==> config.mk <==
export PLATFORM = sky130hd
export DESIGN_NAME = ram_loader
export DESIGN_NICKNAME = d
export VERILOG_FILES = /design/src/rtl/ram_loader_pkg.sv /design/src/rtl/ram_loader.sv
export SDC_FILE = /design/constraint.sdc
export NUM_CORES = 1
export LEC_CHECK = 0
export BUFFER_PORTS_ARGS = -buffer_cell sky130_fd_sc_hd__buf_2
export CAP_MARGIN = 20
export CORE_UTILIZATION = 45
export DETAILED_ROUTE_END_ITERATION = 16
export PLACE_DENSITY = 0.72
export SYNTH_ARGS = -nofsm -noshare
export SYNTH_HDL_FRONTEND = slang
export SYNTH_SLANG_ARGS = --single-unit
==> constraint.sdc <==
create_clock -name CLK -period 1.65 [get_ports CLK]
set_input_delay 0.495 -clock CLK [delete_from_list [all_inputs] [get_ports CLK]]
set_output_delay 0.495 -clock CLK [all_outputs]
set_load 0.01 [all_outputs]
==> src/rtl/ram_loader_pkg.sv <==
`default_nettype none
// ============================================================================
// Module      : ram_loader_pkg
// Description : Shared state encoding, IDLE drive values and phase-counter
//               width for the ram_loader write sequencer.
// Revision    : 1.0 - initial release
// ============================================================================
package ram_loader_pkg;

    // Width of the single phase down-counter (holds up to 15)
    localparam int c_CNT_W = 4;

    // Sequencer states; ST_VERIFY is only reached when RAM_LOADER_VERIFY_EN is defined
    typedef enum logic [2:0] {
        ST_IDLE   = 3'd0,
        ST_ADDR   = 3'd1,
        ST_DATA   = 3'd2,
        ST_WRITE  = 3'd3,
        ST_RECOV  = 3'd4,
        ST_VERIFY = 3'd5
    } state_t;

    // Values presented to the RAM controller while idle
    localparam logic       c_IDLE_IE    = 1'b1;
    localparam logic       c_IDLE_MODE  = 1'b0;
    localparam logic       c_IDLE_FLUSH = 1'b1;
    localparam logic [7:0] c_IDLE_UI    = 8'h00;

endpackage : ram_loader_pkg
`default_nettype wire

==> src/rtl/ram_loader.sv <==
`default_nettype none
// ============================================================================
// Module      : ram_loader
// Description : Sequences one address/data entry into a RAM controller:
//               address setup, data setup, write strobe, recovery and an
//               optional readback verify. All outputs are registered.
//               Optional feature macro: RAM_LOADER_VERIFY_EN (readback verify).
// Revision    : 1.0 - initial release
// ============================================================================
module ram_loader
    import ram_loader_pkg::*;
#(
    parameter int SETUP_CYCLES = 1,
    parameter int WR_CYCLES    = 2
) (
    input  logic       CLK,
    input  logic       CLR,
    input  logic       req,
    output logic       ack,
    input  logic [7:0] addrIn,
    input  logic [7:0] dataIn,
    output logic       mode,
    output logic       flush,
    output logic       IE,
    output logic [7:0] userInput,
    input  logic [7:0] dataFromRAM,
    output logic       busy,
    output logic       done,
    output logic       error
);

    // Counter load values: a phase of N cycles loads N-1 and leaves at 0
    localparam logic [c_CNT_W-1:0] c_SETUP_LD = c_CNT_W'(SETUP_CYCLES - 1);
    localparam logic [c_CNT_W-1:0] c_WR_LD    = c_CNT_W'(WR_CYCLES - 1);

    state_t               r_state;
    logic [c_CNT_W-1:0]   r_cnt;
    logic [7:0]           r_addr;
    logic [7:0]           r_data;
    logic                 r_ack;
    logic                 r_mode;
    logic                 r_flush;
    logic                 r_ie;
    logic [7:0]           r_ui;
    logic                 r_busy;
    logic                 r_done;

`ifdef RAM_LOADER_VERIFY_EN
    localparam logic [c_CNT_W-1:0] c_VERIFY_LD = c_CNT_W'(SETUP_CYCLES);
    logic                 r_error;
`else
    logic                 w_unused_ram;
    assign w_unused_ram = ^dataFromRAM;
`endif

    // Phase sequencer: next-state, counter and every output registered together
    always_ff @(posedge CLK) begin
        if (!CLR) begin
            r_state <= ST_IDLE;
            r_cnt   <= '0;
            r_addr  <= 8'h00;
            r_data  <= 8'h00;
            r_ack   <= 1'b1;
            r_mode  <= c_IDLE_MODE;
            r_flush <= c_IDLE_FLUSH;
            r_ie    <= c_IDLE_IE;
            r_ui    <= c_IDLE_UI;
            r_busy  <= 1'b0;
            r_done  <= 1'b0;
`ifdef RAM_LOADER_VERIFY_EN
            r_error <= 1'b0;
`endif
        end else begin
            r_done <= 1'b0;
            case (r_state)
                ST_IDLE: begin
                    if (req && r_ack) begin
                        r_addr  <= addrIn;
                        r_data  <= dataIn;
                        r_state <= ST_ADDR;
                        r_cnt   <= c_SETUP_LD;
                        r_ack   <= 1'b0;
                        r_busy  <= 1'b1;
                        r_ie    <= 1'b0;
                        r_mode  <= 1'b0;
                        r_flush <= 1'b1;
                        r_ui    <= addrIn;
                    end
                end
                ST_ADDR: begin
                    if (r_cnt == '0) begin
                        r_state <= ST_DATA;
                        r_cnt   <= c_SETUP_LD;
                        r_mode  <= 1'b1;
                        r_ui    <= r_data;
                    end else begin
                        r_cnt <= r_cnt - 1'b1;
                    end
                end
                ST_DATA: begin
                    if (r_cnt == '0) begin
                        r_state <= ST_WRITE;
                        r_cnt   <= c_WR_LD;
                        r_flush <= 1'b0;
                    end else begin
                        r_cnt <= r_cnt - 1'b1;
                    end
                end
                ST_WRITE: begin
                    if (r_cnt == '0) begin
                        // Recovery is a single cycle, so the counter loads zero
                        r_state <= ST_RECOV;
                        r_cnt   <= '0;
                        r_flush <= 1'b1;
                    end else begin
                        r_cnt <= r_cnt - 1'b1;
                    end
                end
                ST_RECOV: begin
`ifdef RAM_LOADER_VERIFY_EN
                    // Re-present the address so the controller reads it back
                    r_state <= ST_VERIFY;
                    r_cnt   <= c_VERIFY_LD;
                    r_mode  <= 1'b0;
                    r_ui    <= r_addr;
`else
                    r_state <= ST_IDLE;
                    r_cnt   <= '0;
                    r_ack   <= 1'b1;
                    r_busy  <= 1'b0;
                    r_ie    <= c_IDLE_IE;
                    r_mode  <= c_IDLE_MODE;
                    r_flush <= c_IDLE_FLUSH;
                    r_ui    <= c_IDLE_UI;
                    r_done  <= 1'b1;
`endif
                end
`ifdef RAM_LOADER_VERIFY_EN
                ST_VERIFY: begin
                    if (r_cnt == '0) begin
                        // Sticky: a good readback never clears an earlier mismatch
                        r_error <= r_error | (dataFromRAM != r_data);
                        r_state <= ST_IDLE;
                        r_ack   <= 1'b1;
                        r_busy  <= 1'b0;
                        r_ie    <= c_IDLE_IE;
                        r_mode  <= c_IDLE_MODE;
                        r_flush <= c_IDLE_FLUSH;
                        r_ui    <= c_IDLE_UI;
                        r_done  <= 1'b1;
                    end else begin
                        r_cnt <= r_cnt - 1'b1;
                    end
                end
`endif
                default: begin
                    r_state <= ST_IDLE;
                    r_cnt   <= '0;
                    r_ack   <= 1'b1;
                    r_busy  <= 1'b0;
                    r_ie    <= c_IDLE_IE;
                    r_mode  <= c_IDLE_MODE;
                    r_flush <= c_IDLE_FLUSH;
                    r_ui    <= c_IDLE_UI;
                end
            endcase
        end
    end

    assign ack       = r_ack;
    assign mode      = r_mode;
    assign flush     = r_flush;
    assign IE        = r_ie;
    assign userInput = r_ui;
    assign busy      = r_busy;
    assign done      = r_done;
`ifdef RAM_LOADER_VERIFY_EN
    assign error     = r_error;
`else
    assign error     = 1'b0;
`endif

endmodule : ram_loader
`default_nettype wire

==> flow_metrics.py <==
metrics = {
    "status": {
        "status": "complete, no violations",
    },
    "critical_path": {
        "worstSetupPathType": "reg2reg",
        "slowest_delay_ns": 0.38,
        "crit_arrival_ns": 1.88,
        "crit_slowest_cell": "dfxtp_1",
        "worstPathCellList": "inv_1 -> ha_1 -> and4bb_2 -> a211oi_4 -> buf_4 -> o2bb2ai_1",
        "critPathRequiredTime_ns": 1.92,
        "worstPathMaxFanout": 6,
        "critPathTopFamily": "compound AO/OA/AOI/OAI gates",
        "cp-end-kind": "register",
        "critical_path_buf_inv_count": 2,
        "cp-start-kind": "register",
    },
    "synth": {
        "synth_top_area_share_pct": 43.4,
        "synth_area_leaders": "dfxtp_1 (43%), mux2i_1 (6.2%), o2bb2ai_1 (5.4%)",
        "yosys_warnings": 0,
        "synthCells": 130,
        "avgSynthCellArea_um2": 9.93,
        "synth_top_cell_by_area": "dfxtp_1",
        "synth_edf_count": 0,
        "syn_area_um2": 1290,
        "synth_flop_cell": "dfxtp_1",
        "synth_seq_cells": 28,
        "synth_cell_types": 42,
        "syn-num-nets": 158,
        "ys_seq_area_share_pct": 43.4,
        "async_flop_share_pct": 0,
    },
    "cells_and_area": {
        "fin_area_um2": 1570,
        "syn_to_final_growth_pct": 21.4,
        "multi_input_area_um2": 657,
        "drive_above_1_share_pct": 32.5,
        "nets": 195,
        "final_cells": 197,
        "n_antenna_cell": 0,
        "filler_cell_count": 243,
        "final-seq-area_um2": 562,
    },
    "floorplanning": {
        "row_count": 19,
        "die_w_um": 55.6,
        "die_h_um": 55.6,
        "initial_core_util_pct": 47.2,
        "num_io_pins": 42,
        "core_area_um2": 2730,
        "dieArea_um2": 3090,
    },
    "placement": {
        "gp_congestion": 0.777,
        "place_hpwl_um": 2060,
        "io_buffers": 32,
        "place_inst": 191,
        "placed_cell_area_um2": 1500,
    },
    "routing": {
        "topRoutingLayerUsed": "met4",
        "met2_length_um": 1430,
        "drc": 0,
        "drt_iter0_drc": 54,
        "wl_met1_um": 1200,
        "firstDrtPassIters": 4,
        "ant_nets": 0,
        "wl_per_cell_um": 14.1,
        "via_per_inst": 5.55,
        "finalWirelength_um": 2770,
        "dr_wl_met3_um": 99,
        "vias": 1093,
    },
    "global_route": {
        "track_usage_pct": 19.2,
        "grt-ovfl-total": 0,
        "grt_pass1_wl_um": 4590,
        "grt_max_degree": 17,
        "grt_pass1_vias": 1052,
        "antenna_found_initial": 0,
    },
    "timing": {
        "hold_viol": 0,
        "post-route-period-util_pct": 97.9,
        "setup_viol": 0,
        "fin_crit_ns": 1.62,
        "hold-worst-slack_ns": 0.403,
        "fmax_mhz": 619,
        "clock_skew_ns": 0.00521,
        "slew_violations": 0,
    },
    "power_and_ir_drop": {
        "power_density_nw_per_um2": 1840,
        "peakVddDrop_mv": 1.19,
        "leakagePower_nw": 0.676,
    },
    "clocking": {
        "cts_sinks": 28,
        "clock_latency_ns": 0.33,
        "clkSlewWorstSetupHoldPaths_ns": 0.15,
        "cts_tree": "built",
        "htreeDepth": 1,
        "cts_root_buf": "clkbuf_4",
        "cts_buffers": 3,
        "cts_buffer_depth": 2,
        "postCtsHoldBufs": 0,
    },
    "hold_path": {
        "min_path_type": "in2reg",
    },
    "job": {
        "cap_viol_max_count": 0,
    },
}
==> placed cells by master (no fill, tap or decap), types with 2 or more instances in the layout <==
master / synthesis / layout
o21ai_0: 8 / 8
o21bai_1: 2 / 2
o211a_1: 2 / 2
a21boi_1: 8 / 8
mux2i_1: 8 / 8
nor2_1: 5 / 5
a211o_1: 2 / 2
nand3_1: 8 / 8
dfxtp_1: 28 / 27
nor3b_1: 2 / 2
nand2b_1: 2 / 2
buf_2: 4 / 32
nand4bb_1: 2 / 2
nand2_1: 5 / 5
a21oi_1: 2 / 2
buf_4: 3 / 10
inv_1: 5 / 5
o2bb2ai_1: 8 / 8
clkbuf_4: 0 / 3
==> cell type report <==
| type | count | share of cell area [%] |
|---|---|---|
| Multi-Input combinational cell | 86 | 41.9 |
| Sequential cell | 28 | 35.8 |
| Timing Repair Buffer | 42 | 15.0 |
| Tap cell | 31 | 2.47 |
| Clock inverter | 1 | 1.92 |
| Clock buffer | 3 | 1.44 |
| Inverter | 6 | 1.44 |
==> path summary, 6_finish.rpt <==
path | cells after the start | endpoint | slack, ns | startpoint
worst max register to register | 6 | userInput[5] | 0.03 | r_cnt[1]
worst max-delay path | 6 | userInput[5] | 0.03 | r_cnt[1]
worst min-delay path | 3 | r_data[5] | 0.40 | dataIn[5]
worst min register to register | 1 | userInput[3] | 0.47 | userInput[3]
==> stage by stage <==
| step | setup TNS, ns | utilization [%] | worst slack (ns) | total power, mW |
|---|---|---|---|---|
| final | 0 | 57.3 | 0.0339 | 2.88 |
| after global routing | -0.108 | 57.3 | -0.0285 | 3.08 |
| after CTS | 0 | 56.7 | 0.0229 | 2.83 |
| after detailed placement | 0 | 54.7 | 0.0211 | 2.39 |
| after global placement | 0 | 54.7 | 0.0722 | 2.34 |
| after floorplan | 0 | - | 0.170 | 2.03 |
==> worst register-to-register path, delay by kind of cell, from the launching register on <==
kind                       cells  cell delay [ns]
AOI/OAI and AO/OA              2             0.41
adders and majority gates      1             0.22
buffers and inverters          2             0.26
DFF                            1             0.38
and+or+nand+nor                1             0.29
==> flip-flops by register name, indices dropped and copies added (netlist names) <==
| register | flops |
|---|---|
| IE | 1 |
| busy | 1 |
| done | 1 |
| flush | 1 |
| mode | 1 |
| r_cnt | 4 |
| r_data | 8 |
| r_state | 3 |
| userInput | 8 |
==> cell families (layout without fill, tap and decap cells) <==
kind of cell / Yosys count / after routing / synth area share, %
AO/OA/AOI/OAI: 43 / 43 / 27.7
AND/OR/NAND/NOR: 33 / 33 / 15.5
flip-flops: 28 / 28 / 43.4
buffers and inverters: 16 / 52 / 5.91
multiplexers: 8 / 8 / 6.20
adder cells (fa/ha/maj): 1 / 1 / 0.969
other: 1 / 1 / 0.290
==> power by group <==
part           internal (mW)  leakage, nW  switching, mW
clock                  0.246       0.0279          0.199
sequential             0.884        0.230          0.172
combinational          0.671        0.418          0.710
total                   1.80        0.676           1.08
==> timing repair <==
item | CTS | global route
endpoints found under the setup margin | 3 | 9
resized for setup | 0 | 2
setup buffers | 0 | 2
pin swaps | 1 | 1
==> Yosys cell counts (2+ instances only) <==
master and instances:
nor3b_1 2, o21ai_0 8, o2bb2ai_1 8, buf_2 4
mux2i_1 8, nor2_1 5, a21boi_1 8, clkbuf_1 3
nand4bb_1 2, a211o_1 2, o21bai_1 2, a21oi_1 2
nand2_1 5, dfxtp_1 28, o211a_1 2, nand2b_1 2
nand3_1 8, inv_1 5, buf_4 3
==> layer usage <==
| metal | GRT usage (%) | vias up |
|---|---|---|
| li1 | - | 543 |
| met1 | 22.4 | 519 |
| met2 | 33.7 | 27 |
| met3 | 3.04 | 4 |
| met4 | 9.64 | 0 |
| met5 | 0 | - |
(Power assumes the default switching activity.)
